**src/rtl/timer_arb_pkg.sv**
```systemverilog
// Shared types and constants for the timer_arbiter slice.
package timer_arb_pkg;

  typedef enum logic [1:0] {
    ST_IDLE  = 2'd0,
    ST_COUNT = 2'd1,
    ST_DONE  = 2'd2
  } state_e;

  localparam int CNT_W_DEFAULT = 4;
  localparam int N_REQ_MIN     = 2;
  localparam int N_REQ_MAX     = 8;

endpackage

```
**src/rtl/count_down_ld.sv**
```systemverilog
// Loadable down-counter with clear and zero flag; stops at 0 instead of wrapping.
module count_down_ld #(
  parameter int W = 4
) (
  input  logic         clk,
  input  logic         rst,
  input  logic         load,
  input  logic [W-1:0] load_val,
  input  logic         en,
  input  logic         clr,
  output logic [W-1:0] count,
  output logic         zero
);

  logic [W-1:0] count_q, count_d;

  assign zero  = (count_q == '0);
  assign count = count_q;

  // clr beats load beats decrement.
  always_comb begin
    count_d = count_q;
    if (clr) begin
      count_d = '0;
    end else if (load) begin
      count_d = load_val;
    end else if (en && !zero) begin
      count_d = count_q - W'(1);
    end
  end

  always_ff @(posedge clk or posedge rst) begin
    if (rst) begin
      count_q <= '0;
    end else begin
      count_q <= count_d;
    end
  end

endmodule

```
**src/rtl/timer_arbiter.sv**
```systemverilog
// Round-robin arbiter sharing one loadable down-counter among N_REQ requesters.
// Define TIMER_ARB_FIXED_PRIO_EN for fixed lowest-index-wins priority.
module timer_arbiter
  import timer_arb_pkg::*;
#(
  parameter int N_REQ = 4,
  parameter int CNT_W = CNT_W_DEFAULT
) (
  input  logic                   clk,
  input  logic                   rst,
  input  logic [N_REQ-1:0]       req,
  input  logic [N_REQ*CNT_W-1:0] delay,
  output logic [N_REQ-1:0]       grant,
  output logic [N_REQ-1:0]       done,
  output logic                   busy,
  output logic [CNT_W-1:0]       count,
  output logic [1:0]             state_dbg_o
);

  localparam int IDX_W = (N_REQ > 1) ? $clog2(N_REQ) : 1;

  // Handshake: req[i] is a level held until done[i] pulses or the requester
  // drops it; dropping it while granted aborts the timer with no done pulse.
  state_e             state_q, state_d;
  logic [N_REQ-1:0]   grant_q, grant_d;
  logic [N_REQ-1:0]   done_q, done_d;
  logic               busy_q, busy_d;
  logic [IDX_W-1:0]   win_idx, cand;
  logic [N_REQ-1:0]   win_oh;
  logic               win_found;
  logic               cnt_load, cnt_en, cnt_clr, cnt_zero;
  logic [CNT_W-1:0]   delay_arr [N_REQ];
`ifndef TIMER_ARB_FIXED_PRIO_EN
  logic [IDX_W-1:0]   last_q, last_d;
`endif

  for (genvar g = 0; g < N_REQ; g++) begin : g_delay
    assign delay_arr[g] = delay[g*CNT_W +: CNT_W];
  end

  always_comb begin
    win_found = 1'b0;
    win_idx   = '0;
    cand      = '0;
`ifdef TIMER_ARB_FIXED_PRIO_EN
    for (int k = 0; k < N_REQ; k++) begin
      cand = IDX_W'(k);
      if (!win_found && req[cand]) begin
        win_found = 1'b1;
        win_idx   = cand;
      end
    end
`else
    // Search starts just past the previous winner so it ends up last.
    for (int k = 1; k <= N_REQ; k++) begin
      cand = IDX_W'((int'(last_q) + k) % N_REQ);
      if (!win_found && req[cand]) begin
        win_found = 1'b1;
        win_idx   = cand;
      end
    end
`endif
    win_oh          = '0;
    win_oh[win_idx] = 1'b1;
  end

  always_comb begin
    state_d  = state_q;
    grant_d  = grant_q;
    done_d   = '0;
    cnt_load = 1'b0;
    cnt_en   = 1'b0;
    cnt_clr  = 1'b0;
`ifndef TIMER_ARB_FIXED_PRIO_EN
    last_d   = last_q;
`endif
    case (state_q)
      ST_IDLE: begin
        if (win_found) begin
          state_d  = ST_COUNT;
          grant_d  = win_oh;
          cnt_load = 1'b1;
`ifndef TIMER_ARB_FIXED_PRIO_EN
          last_d   = win_idx;
`endif
        end
      end
      ST_COUNT: begin
        // Abort wins over reaching zero.
        if ((req & grant_q) == '0) begin
          state_d = ST_IDLE;
          grant_d = '0;
          cnt_clr = 1'b1;
        end else if (cnt_zero) begin
          state_d = ST_DONE;
          done_d  = grant_q;
        end else begin
          cnt_en = 1'b1;
        end
      end
      ST_DONE: begin
        state_d = ST_IDLE;
        grant_d = '0;
      end
      default: begin
        state_d = ST_IDLE;
        grant_d = '0;
        cnt_clr = 1'b1;
      end
    endcase
    busy_d = (state_d != ST_IDLE);
  end

  always_ff @(posedge clk or posedge rst) begin
    if (rst) begin
      state_q <= ST_IDLE;
      grant_q <= '0;
      done_q  <= '0;
      busy_q  <= 1'b0;
`ifndef TIMER_ARB_FIXED_PRIO_EN
      last_q  <= IDX_W'(N_REQ - 1);
`endif
    end else begin
      state_q <= state_d;
      grant_q <= grant_d;
      done_q  <= done_d;
      busy_q  <= busy_d;
`ifndef TIMER_ARB_FIXED_PRIO_EN
      last_q  <= last_d;
`endif
    end
  end

  count_down_ld #(.W(CNT_W)) u_cnt (
    .clk      (clk),
    .rst      (rst),
    .load     (cnt_load),
    .load_val (delay_arr[win_idx]),
    .en       (cnt_en),
    .clr      (cnt_clr),
    .count    (count),
    .zero     (cnt_zero)
  );

  assign grant       = grant_q;
  assign done        = done_q;
  assign busy        = busy_q;
  assign state_dbg_o = state_q;

endmodule

```
**config.mk**
```make
export PLATFORM = sky130hd
export DESIGN_NAME = timer_arbiter
export DESIGN_NICKNAME = d
export VERILOG_FILES = /design/src/rtl/timer_arb_pkg.sv /design/src/rtl/count_down_ld.sv /design/src/rtl/timer_arbiter.sv
export SDC_FILE = /design/constraint.sdc
export NUM_CORES = 1
export LEC_CHECK = 0
export ABC_AREA = 0
export ABC_CLOCK_PERIOD_IN_PS = 5500
export CORE_MARGIN = 4
export CORE_UTILIZATION = 47
export DETAILED_ROUTE_END_ITERATION = 12
export HOLD_SLACK_MARGIN = 0.05
export PLACE_DENSITY = 0.8
export SETUP_SLACK_MARGIN = 0.3
export SLEW_MARGIN = 10
export SYNTH_ARGS = -nofsm -noshare
export SYNTH_HDL_FRONTEND = slang
export SYNTH_SLANG_ARGS = --single-unit
```
**constraint.sdc**
```tcl
create_clock -name clk -period 5.5 [get_ports clk]
set_clock_uncertainty 0.2 [all_clocks]
set_input_delay 0.825 -clock clk [delete_from_list [all_inputs] [get_ports clk]]
set_output_delay 0.825 -clock clk [all_outputs]
set_load 0.03 [all_outputs]
```
==> results of run 1 <==
[area by class of cell]
class / count / share of cell area [%]
clock buffers: 4 / 1.77
inverters: 7 / 1.77
multi-input cells: 77 / 40.9
flip-flops and latches: 17 / 28.9
well taps: 28 / 2.36
repair buffers: 36 / 24.3
[worst max-delay path by stage]
stage | startpoint | slack, ns | endpoint | depth (start not counted)
floorplan | req[0] | 3.20 | u_cnt.count[2] | 5
global placement | req[3] | 2.38 | u_cnt.count[1] | 6
detailed placement | req[3] | 2.32 | u_cnt.count[1] | 6
CTS | req[3] | 2.63 | u_cnt.count[1] | 6
global route | req[3] | 2.42 | u_cnt.count[3] | 6
finish | req[3] | 2.64 | u_cnt.count[1] | 6
[worst register-to-register path, cell delays in order (launching register included)]
cell and delay, ns:
dfstp_2 0.60, mux2i_1 0.23, o22ai_2 0.15, nor2_1 0.65, a211oi_1 0.17, o41ai_1 0.32
[synth_stat cells, types with 3 or more instances]
master	instances	area, µm²
a21oi_1	3	15.0
inv_1	7	26.3
mux2i_1	5	50.1
o21ai_0	6	30.0
nand2_1	5	18.8
dfrtp_1	15	375
nor2_1	7	26.3
a21oi_2	3	26.3
and2_1	4	25.0
[per-stage QoR]
stage,cells,utilization (%),hold WS (ns)
2_1_floorplan,104,-,0.297
3_3_place_gp,165,66.4,0.330
3_5_place_dp,165,66.4,0.327
4_1_cts,169,67.6,0.346
5_1_grt,169,67.6,0.376
6_report,169,67.6,0.344
[flip-flops by register name (all words and copies together), names as in the netlist]
register     count
done             4
u_cnt.count      4
state_dbg_o      2
last_q           2
busy             1
grant            4
[per-layer routing]
metal	GRT usage (%)	part of all wire, %	routed length [µm]	up-vias
met5	0	0	0	-
met4	9.38	2.6	71	0
met3	3.94	7.6	205	7
met2	30.1	48	1310	55
met1	22.6	41	1120	469
li1	-	-	-	468
[power groups by stage]
| stage | clock, W | sequential, W | combinational [W] |
|---|---|---|---|
| after floorplan | 0 | 0.000288 | 0.000271 |
| after global routing | 0.0000762 | 0.000244 | 0.000520 |
| final | 0.0000707 | 0.000237 | 0.000474 |
| after CTS | 0.0000710 | 0.000235 | 0.000475 |
| after detailed placement | 0 | 0.000238 | 0.000474 |
| after global placement | 0 | 0.000236 | 0.000467 |
[cell families (layout without fill, tap and decap cells)]
kind of cell	count (synthesis)	after routing	share of synthesized area (%)
compound gates	36	36	29.3
simple gates	33	33	19.4
flops	17	17	39.9
buf+inv	10	47	3.62
mux	5	5	4.67
fa+ha+maj	2	2	2.33
xor+xnor	1	1	0.817
==> metrics.md, run 1 <==
| Metric | Value |
|---|---|
| Top_reg_cell synth | dfrtp_1 |
| Grt ovf | 0 |
| Leak Pwr | 0.594 nW |
| Commonest non-fill, non-tap cell in the layout | clkdlybuf4s50_1 |
| Final cycle utilization of the critical path | 52.0% |
| Post-synth ARST share | 100% |
| Routability cong. | 0.864 |
| Max_cap viols | 0 |
| CTS max path bufs | 2 |
| NetSw | 0.000366 W |
| Register area | 428 µm² |
| First-pass GRT wire length | 4510 µm |
| Buf/Inv on CP | 1 |
| DR pass1 iterations | 4 |
| Most frequent cells in the layout | clkdlybuf4s50_1 (36), dfrtp_1 (15), inv_1 (7), nor2_1 (7), o21ai_0 (6) |
| Pre-CTS setup slack | 2.32 ns |
| Worst vdd ir | 0.411 mV |
| CTS tree | yes |
| Min Tclk post-route | 2.86 ns |
| Post-cts hold buffer count | 0 |
| Via density | 5.91 |
| Post-CTS Setup Bufs | 0 |
| Flop pwr share | 30.4% |
| Area of the core | 2190 µm² |
| Share of cells above drive strength 1 | 19.1% |
| Startpoint types | input port |
| WS Path Type | in -> reg |
| FF+latch count, synth | 17 |
| Mapped cell area | 1070 µm² |
| Required time of the critical path | 5.50 ns |
| Reg2Reg Depth | 5 |
| Critical Path, Cell by Cell | clkdlybuf4s50_1, mux2i_1, o22ai_2, nor2_1, a211oi_1, o41ai_1 |
| Initial antenna violation count | 0 |
| CP Data Arrival Time | 2.87 ns |
| Die width | 55.8 µm |
| Critical Path Max Stage Delay | 0.65 ns |
| Largest net degree at the start of global routing | 18 |
| Drt total wl | 2710 µm |
| Hold endpoint | last_q[0] |
| Setup-failing EPs final | 0 |
| 1st-iter DRT viols | 26 |
| Max-Slew Margin vs Limit | 44.8% |
| Clock slew at reported path FFs | 0.10 ns |
| Peak Freq | 0.349 GHz |
| Mapped Cells | 104 |
| Area of the multi-input gates | 606 µm² |
| Row count | 17 |
| I/O pins | 37 |
| Placed cell areas | 1460 µm² |
| FILL cells | 182 |
| DRC violations left | 0 |
| Number of synthesized flops with an enable pin | 0 |
| Hold Path Class | reg -> reg |
| CTS Root Cell | clkbuf_4 |
| Fin. Hold Viols | 0 |
| P&R area growth vs syn | 38.2% |
| Yosys Warn Count | 0 |
| Vias in the first global route | 979 |
| CTS HTree Levels | 1 |
| GR Util All Layers | 18.4% |
| Status | finished clean |
| CP top delay family | simple AND/OR/NAND/NOR gates |
| RSZ-0062 raised after global routing | false |
| Via count | 999 |
| Combinational share of power | 60.6% |
| Mean Syn Cell Area | 10.3 µm² |
| Final setup margin | 2.64 ns |
| Reg2reg start | last_q[1] |
| Setup slack, reg-to-reg | 3.09 ns |
| Cell variety after synth | 49 |
| CTS buffer count | 3 |
| Antenna diode count | 0 |
| Slowest stage cell, crit path | nor2_1 |
| Int Power | 0.000416 W |
| Nets@finish | 166 |
| Worst Path Max Fanout | 11 |
| DP Wirelength | 2170 µm |
| Worst setup EP type | flop |
| Antenna Nets Post-Route | 0 |
| P per Cell Area | 528 nW/µm² |
| # resized after CTS | 0 |
| Hold path startpoint | last_q[0] |
| Post-Syn Nets | 128 |
| Slew Limit Fails | 0 |
| Die area | 3110 µm² |
| Worst hold path cell count | 2 |
| Worst Tran Pin Value | 0.825 ns |
| Critical R2R Capture | u_cnt.count[1] |
| Overall power | 0.000782 W |
| CTS sink count | 17 |
| Clock group share of total power | 9.0% |
| Final Instance Area | 1480 µm² |
| Seq/Total Area, Yosys | 39.9% |
| IO buf count | 36 |
| Effective utilization at floorplan | 48.9% |
| Die height | 55.8 µm |
| Sw frac | 46.8% |
| Setup TNS | 0 ns |
| WL per Instance | 16.0 µm |
| Clk Latency, worst-skew pair | 0.30 ns |
(Power assumes the default switching activity.)
==> inputs of run 2 (changes only) <==
--- a/config.mk
+++ b/config.mk
@@ -6,12 +6,12 @@
 export NUM_CORES = 1
 export LEC_CHECK = 0
 export ABC_AREA = 0
-export ABC_CLOCK_PERIOD_IN_PS = 5500
+export ABC_CLOCK_PERIOD_IN_PS = 2300
 export CORE_MARGIN = 4
-export CORE_UTILIZATION = 47
+export CORE_UTILIZATION = 40
 export DETAILED_ROUTE_END_ITERATION = 12
 export HOLD_SLACK_MARGIN = 0.05
-export PLACE_DENSITY = 0.8
+export PLACE_DENSITY = 0.72
 export SETUP_SLACK_MARGIN = 0.3
 export SLEW_MARGIN = 10
 export SYNTH_ARGS = -nofsm -noshare
==> constraint.sdc (replaced) <==
create_clock -name clk -period 2.3 [get_ports clk]
set_clock_uncertainty 0.2 [all_clocks]
set_input_delay 0.345 -clock clk [delete_from_list [all_inputs] [get_ports clk]]
set_output_delay 0.345 -clock clk [all_outputs]
set_load 0.03 [all_outputs]
==> metrics.md, run 2 (synthesis results as in run 1) <==
| Metric | Value |
|---|---|
| Area of the multi-input gates | 682 µm² |
| Most frequent cells in the layout | clkdlybuf4s50_1 (26), buf_4 (21), dfrtp_1 (12) |
| Sw frac | 45.7% |
| CTS tree | yes |
| Status | finished clean |
| P per Cell Area | 1250 nW/µm² |
| CTS HTree Levels | 1 |
| Placed cell areas | 1600 µm² |
| P&R area growth vs syn | 61.3% |
| Effective utilization at floorplan | 42.5% |
| CTS Root Cell | clkbuf_4 |
| First-pass GRT wire length | 4650 µm |
| Register area | 432 µm² |
| Via count | 1078 |
| Routability cong. | 0.859 |
| Required time of the critical path | 2.27 ns |
| DR pass1 iterations | 4 |
| Largest net degree at the start of global routing | 18 |
| Leak Pwr | 0.785 nW |
| Initial antenna violation count | 0 |
| Slew Limit Fails | 0 |
| Max_cap viols | 0 |
| Final Core Density | 68.6% |
| Area of the core | 2520 µm² |
| FILL cells | 194 |
| Grt ovf | 0 |
| Antenna Nets Post-Route | 0 |
| WS Path Type | reg -> reg |
| Min Tclk post-route | 2.01 ns |
| DRC violations left | 0 |
| Startpoint types | flop |
| Share of cells above drive strength 1 | 38.3% |
| 1st-iter DRT viols | 26 |
| Clock group share of total power | 7.7% |
| NetSw | 0.000985 W |
| Die area | 3570 µm² |
| Via density | 5.61 |
| Worst vdd ir | 0.749 mV |
| Vias in the first global route | 1062 |
| RSZ-0062 raised after global routing | true |
| Fin. Hold Viols | 0 |
| Clock slew at reported path FFs | 0.11 ns |
| Commonest non-fill, non-tap cell in the layout | clkdlybuf4s50_1 |
| CTS buffer count | 3 |
| Max-Slew Margin vs Limit | 55.9% |
| I/O pins | 37 |
| WL per Instance | 15.9 µm |
| Int Power | 0.00117 W |
| CTS sink count | 17 |
| CP Data Arrival Time | 1.99 ns |
| Peak Freq | 0.497 GHz |
| Die width | 59.8 µm |
| CTS max path bufs | 2 |
| Row count | 18 |
| Nets@finish | 187 |
| Antenna diode count | 0 |
| DP Wirelength | 2200 µm |
| Final Instance Area | 1730 µm² |
| Setup-failing EPs final | 0 |
| Clk Latency, worst-skew pair | 0.29 ns |
| Worst Path Max Fanout | 4 |
| GR Util All Layers | 17.2% |
| Worst Tran Pin Value | 0.661 ns |
| Hold Path Class | in -> async |
| Drt total wl | 3050 µm |
| Combinational share of power | 66.2% |
| Final cycle utilization of the critical path | 87.5% |
| Die height | 59.8 µm |
| Flop pwr share | 26.2% |
| Worst setup EP type | flop |
| IO buf count | 36 |
## run 2: cell count changes in the layout (fill, tap and decap cells not counted), moves of 3 or more
cell	before	now
dlymetal6s2s_1	0	5
clkdlybuf4s50_1	36	26
dfrtp_1	15	12
dlygate4sd2_1	0	5
dfrtp_2	0	3
buf_4	0	21
## run 2: per-stage QoR
stage / total power (W) / cells / setup TNS, ns / hold slack, ns / worst slack, ns
after detailed placement: 0.00186 / 184 / -0.579 / 0.323 / -0.121
after global routing: 0.00229 / 192 / 0 / 0.309 / 0.196
after global placement: 0.00185 / 184 / -0.423 / 0.317 / -0.114
final: 0.00216 / 192 / 0 / 0.236 / 0.287
after floorplan: 0.00136 / 104 / 0 / 0.0695 / 0.290
after CTS: 0.00208 / 192 / 0 / 0.258 / 0.221
## run 2: path summary, 6_finish.rpt
check,endpoint,cells after the start,start,slack [ns]
min in group clk,last_q[0],2,last_q[0],0.33
hold reg to reg,last_q[0],2,last_q[0],0.33
setup reg to reg,u_cnt.count[2],5,last_q[0],0.29
setup / recovery,u_cnt.count[2],5,last_q[0],0.29
hold / removal,busy,2,rst,0.24
max in group asynchronous,u_cnt.count[0],2,rst,1.21
## run 2: timing repair
action / 4_1_cts / 5_1_grt
pin swaps: 2 / 2
hold buffers: 0 / 0
buffers inserted: 4 / 0
cloned: 0 / 0
gates resized for setup: 11 / 11
endpoints found under the setup margin: 17 / 11
## run 2: cell type report
class,instances,area share [%]
clock buffer,3,1.30
clock inverter,1,0.289
inverter,7,1.52
multi-input combinational,77,39.4
sequential,17,25.0
tap,30,2.17
timing repair buffer,57,30.3
## run 2: power by group through the flow
stage	Sequential, W	Combinational, W	Clock (W)
global route	0.000581	0.00153	0.000182
global placement	0.000567	0.00128	0
floorplan	0.000695	0.000668	0
CTS	0.000559	0.00136	0.000168
detailed placement	0.000571	0.00129	0
finish	0.000565	0.00143	0.000165
## run 2: critical path: stages, from the launching register on
cell	delay (ns)
dfstp_2	0.58
nand2b_1	0.17
a21oi_2	0.10
or3_4	0.41
a2111oi_4	0.38
a311oi_2	0.06
## run 2: routing by layer
metal | track usage (%) | wire (µm) | up-vias
met5 | 0 | 0 | -
met4 | 6.33 | 73 | 0
met3 | 4.54 | 229 | 8
met2 | 28.1 | 1450 | 43
met1 | 21.5 | 1300 | 519
li1 | - | - | 508
==> inputs of run 3 (changes only) <==
--- a/config.mk
+++ b/config.mk
@@ -7,7 +7,7 @@
 export LEC_CHECK = 0
 export ABC_AREA = 0
 export ABC_CLOCK_PERIOD_IN_PS = 2300
-export CORE_MARGIN = 4
+export CORE_MARGIN = 5
 export CORE_UTILIZATION = 40
 export DETAILED_ROUTE_END_ITERATION = 12
 export HOLD_SLACK_MARGIN = 0.05
==> metrics.md, run 3 (synthesis results as in run 1) <==
| Metric | Value |
|---|---|
| CTS tree | yes |
| Worst vdd ir | 0.901 mV |
| FILL cells | 193 |
| Routability cong. | 0.948 |
| CP top delay family | compound AO/OA/AOI/OAI gates |
| Row count | 18 |
| Via count | 1090 |
| Nets@finish | 186 |
| Placed cell areas | 1590 µm² |
| DP Wirelength | 2450 µm |
| Critical Path Max Stage Delay | 0.60 ns |
| GR Util All Layers | 17.9% |
| Setup-failing EPs final | 0 |
| Worst setup EP type | flop |
| Die area | 3820 µm² |
| WL per Instance | 17.2 µm |
| Vias in the first global route | 1037 |
| CTS HTree Levels | 1 |
| Reg2reg start | last_q[1] |
| Most frequent cells in the layout | clkdlybuf4s50_1 (26), buf_4 (18), dfrtp_1 (11) |
| Via density | 5.71 |
| Hold Path Class | in -> async |
| Share of cells above drive strength 1 | 40.4% |
| DR pass1 iterations | 4 |
| Post-cts hold buffer count | 0 |
| Required time of the critical path | 2.31 ns |
| CP Data Arrival Time | 1.99 ns |
| Area of the multi-input gates | 723 µm² |
| RSZ-0062 raised after global routing | true |
| Buf/Inv on CP | 0 |
| Critical Path, Cell by Cell | mux2i_2, o22ai_4, o311a_1, o41ai_2 |
| CTS sink count | 17 |
| Largest net degree at the start of global routing | 18 |
| I/O pins | 37 |
| Antenna diode count | 0 |
| 1st-iter DRT viols | 36 |
| Register area | 433 µm² |
| Commonest non-fill, non-tap cell in the layout | clkdlybuf4s50_1 |
| Clock slew at reported path FFs | 0.11 ns |
| P&R area growth vs syn | 64.9% |
| Status | finished clean |
| Area of the core | 2520 µm² |
| IO buf count | 36 |
| Reg2Reg Depth | 4 |
| Peak Freq | 0.507 GHz |
| CTS buffer count | 3 |
| Grt ovf | 0 |
| CTS Root Cell | clkbuf_4 |
| Drt total wl | 3290 µm |
| Fin. Hold Viols | 0 |
| Initial antenna violation count | 0 |
| CTS max path bufs | 2 |
| Max-Slew Margin vs Limit | 54.5% |
| Die height | 61.8 µm |
| Setup slack, reg-to-reg | 0.33 ns |
| P per Cell Area | 1280 nW/µm² |
| Die width | 61.8 µm |
| Final cycle utilization of the critical path | 85.7% |
| Min Tclk post-route | 1.97 ns |
| Worst Path Max Fanout | 5 |
| Worst Tran Pin Value | 0.682 ns |
| Slowest stage cell, crit path | dfstp_2 |
| Clk Latency, worst-skew pair | 0.31 ns |
| Leak Pwr | 0.780 nW |
| Startpoint types | flop |
| WS Path Type | reg -> reg |
| First-pass GRT wire length | 4930 µm |
| DRC violations left | 0 |
| Slew Limit Fails | 0 |
| Final Instance Area | 1770 µm² |
| Max_cap viols | 0 |
| Critical R2R Capture | u_cnt.count[1] |
| Final setup margin | 0.328 ns |
| Pre-CTS setup slack | -0.160 ns |
| Effective utilization at floorplan | 42.5% |
| Antenna Nets Post-Route | 0 |
==> run 3: layer usage <==
metal	vias up	part of all wire [%]	track usage, %
li1	510	-	-
met1	511	39	22.1
met2	57	50	30.6
met3	12	8.4	5.37
met4	0	3.0	4.55
met5	-	0	0
==> run 3: repair_timing <==
action | CTS | global route
pin swaps | 4 | 6
endpoints found under the setup margin | 16 | 9
buffers inserted | 1 | 3
gates resized for setup | 14 | 20
==> run 3: stage by stage <==
stage | utilization, % | total power (W) | TNS, ns | hold slack (ns) | cells
final | 70.1 | 0.00226 | 0 | 0.235 | 191
after global routing | 70.1 | 0.00238 | 0 | 0.310 | 191
after CTS | 65.3 | 0.00209 | 0 | 0.252 | 188
after detailed placement | 63.0 | 0.00189 | -0.497 | 0.321 | 183
after global placement | 63.0 | 0.00186 | -0.290 | 0.314 | 183
after floorplan | - | 0.00136 | 0 | 0.0695 | 104
==> run 3: worst max-delay path by stage <==
stage / endpoint / slack, ns / cells after the start / startpoint
after detailed placement: u_cnt.count[2] / -0.16 / 6 / req[0]
final: u_cnt.count[1] / 0.33 / 4 / last_q[1]
after global placement: u_cnt.count[2] / -0.13 / 8 / req[3]
after global routing: u_cnt.count[1] / 0.26 / 6 / last_q[1]
after floorplan: done[2] / 0.29 / 6 / u_cnt.count[0]
after CTS: state_dbg_o[1] / 0.21 / 1 / state_dbg_o[1]
==> run 3: final cells by class <==
class | count | share of cell area [%]
well taps | 30 | 2.12
clock buffers | 3 | 1.27
repair buffers | 56 | 29.4
flip-flops and latches | 17 | 24.5
clock inverters | 1 | 0.283
multi-input cells | 77 | 40.9
inverters | 7 | 1.49
==> run 3: power breakdown <==
group          leakage (nW)  total, W  switching [W]  internal [W]
sequential            0.211  0.000576       0.000149      0.000427
combinational         0.551   0.00151       0.000780      0.000729
clock                0.0177  0.000171       0.000106     0.0000651
==> RTL change: new RTL, config.mk and constraints of run 2 <==
`N_REQ`: 4 -> 2.
--- a/src/rtl/timer_arbiter.sv
+++ b/src/rtl/timer_arbiter.sv
@@ -3,7 +3,7 @@
 module timer_arbiter
   import timer_arb_pkg::*;
 #(
-  parameter int N_REQ = 4,
+  parameter int N_REQ = 2,
   parameter int CNT_W = CNT_W_DEFAULT
 ) (
   input  logic                   clk,
Interface: changed (resized delay, done, grant and req); port bits go from 37 to 23. No check against the original RTL was run, so the function may have changed too.
==> RTL change against run 2 <==
Sequential power decreased by 34%; worst setup slack improved by 38 ps; sequential cell count decreased by 5; highest routed layer unchanged; design area decreased by 45%; synthesized cell count decreased by 38%; critical endpoint is now count[0]; largest power group unchanged; routed wire length decreased by 54%; total power decreased by 41%; area after synthesis decreased by 40%.
==> RTL change: results (changes against run 2) <==
qor: outcome.run_status finished, final reports clean
qor: clocking.worstSkewPairLatency 270 ps [-20 ps]
qor: global_routing.first_global_vias 483 [-55%]
qor: layout.fillers 133 [-31%]
qor: worst_setup_path.critPathMaxFanout 4 [unchanged]
qor: power.p_leak 0.415 nW [-47%]
qor: yosys.synth_cell_types 32 [-35%]
qor: place.numPortBuffers 22 [-39%]
qor: place.placedCellCount 102 [-45%]
qor: place.place.detailed.hpwl 1.09 mm [-50%]
qor: timing.worst_slew_margin_rel 0.691 [+0.133]
qor: layout.finish.cell_count_without_fillers 107 [-44%]
qor: layout.ratio_of_cells_with_drive_above_1_in_the_final_layout 0.198 [-0.185]
qor: power.internal-power 727 uW [-38%]
qor: power.max-vdd-ir-drop 0.770 mV [+2.8%]
qor: yosys.post_synthesis_area_per_instance 10.1 um2 [-1.8%]
qor: global_routing.grt_pass1_wl 2.02 mm [-57%]
qor: yosys.netlist_top_cells_area dfrtp_1, mux2i_1, dfstp_2
qor: yosys.synthesized_net_count 77 [-40%]
qor: global_routing.maximum_number_of_pins_on_one_net_before_global_route_repair 13 [-5]
qor: yosys.synth_commonest_cells dfrtp_1, nand2_1, inv_1
qor: worst_setup_path.worst_ep_arrival_time 1430 ps [-560 ps]
qor: yosys.ys_seq_area_frac 0.465 [+0.0662]
qor: clocking.clk_transition_reported_paths 70 ps [-40 ps]
qor: drt.initialDrtViolationCount 7 [-73%]
qor: drt.via_count 563 [-48%]
qor: drt.total_wirelength 1.39 mm [-54%]
qor: layout.multi_input_comb_area 338 um2 [-50%]
qor: global_routing.grt_use_total 0.128 [-0.0433]
qor: layout.flip_flop_count_of_the_largest_register_all_copies_and_words_added 4
qor: place.placed_cell_area 897 um2 [-44%]
qor: place.finalWeightedCongestion 0.764 [-11%]
[RTL change: cell types whose count changed in the layout (fill, tap and decap cells not counted), moves of 4 or more]
cell             before  now
o21ai_0               6    2
a21oi_2               4    0
buf_4                21    3
dlymetal6s2s_1        5    0
dlygate4sd2_1         5    1
clkdlybuf4s50_1      26   21
[RTL change: per-layer routing]
| layer | part of all wire | global-route usage | wire (um) |
|---|---|---|---|
| met5 | 0 | 0 | 0 |
| met2 | 0.46 | 0.193 | 641 |
| met3 | 0.058 | 0.0554 | 81 |
| met4 | 0.014 | 0.0484 | 19 |
| met1 | 0.47 | 0.162 | 647 |
[RTL change: layout make-up]
class                   instances  share of cell area
inverters                       4              0.0159
multi-input cells              46               0.358
clock buffers                   4              0.0278
flip-flops and latches         12               0.322
well taps                      16              0.0212
repair buffers                 25               0.256
[RTL change: what timing repair did]
| item | CTS | global route |
|---|---|---|
| pin swaps | 1 | 2 |
| setup buffers | 0 | 1 |
| resized for setup | 3 | 3 |
| endpoints found under the setup margin | 2 | 4 |
[RTL change: power groups by stage]
stage / clock, mW / combinational, mW / sequential (mW)
floorplan: 0 / 0.322 / 0.517
global placement: 0 / 0.713 / 0.383
detailed placement: 0 / 0.715 / 0.382
CTS: 0.138 / 0.728 / 0.378
global route: 0.147 / 0.830 / 0.386
finish: 0.130 / 0.760 / 0.374
[RTL change: worst paths after layout]
path,start,end,slack [ps],depth (start not counted)
setup / recovery,u_cnt.count[0],count[0],330,2
hold / removal,rst,state_dbg_o[1],200,2
setup reg to reg,u_cnt.count[1],u_cnt.count[1],360,6
hold reg to reg,last_q,last_q,290,2
max in group asynchronous,rst,last_q,1360,2
min in group clk,last_q,last_q,290,2
[RTL change: cell families after synthesis]
family / share of synthesized area
buffers and inverters: 0.0367
and+or+nand+nor: 0.193
DFF: 0.465
AOI/OAI and AO/OA: 0.239
muxes: 0.0463
adders and majority gates: 0.0193
[RTL change: critical path: stages, from the launching register on]
cell,delay [ps]
dfrtp_2,370
buf_4,130
clkdlybuf4s50_1,660
[RTL change: per-stage QoR]
step	setup slack, ps	total power [mW]
global placement	168	1.10
floorplan	317	0.838
global route	288	1.36
CTS	314	1.24
finish	325	1.26
detailed placement	171	1.10
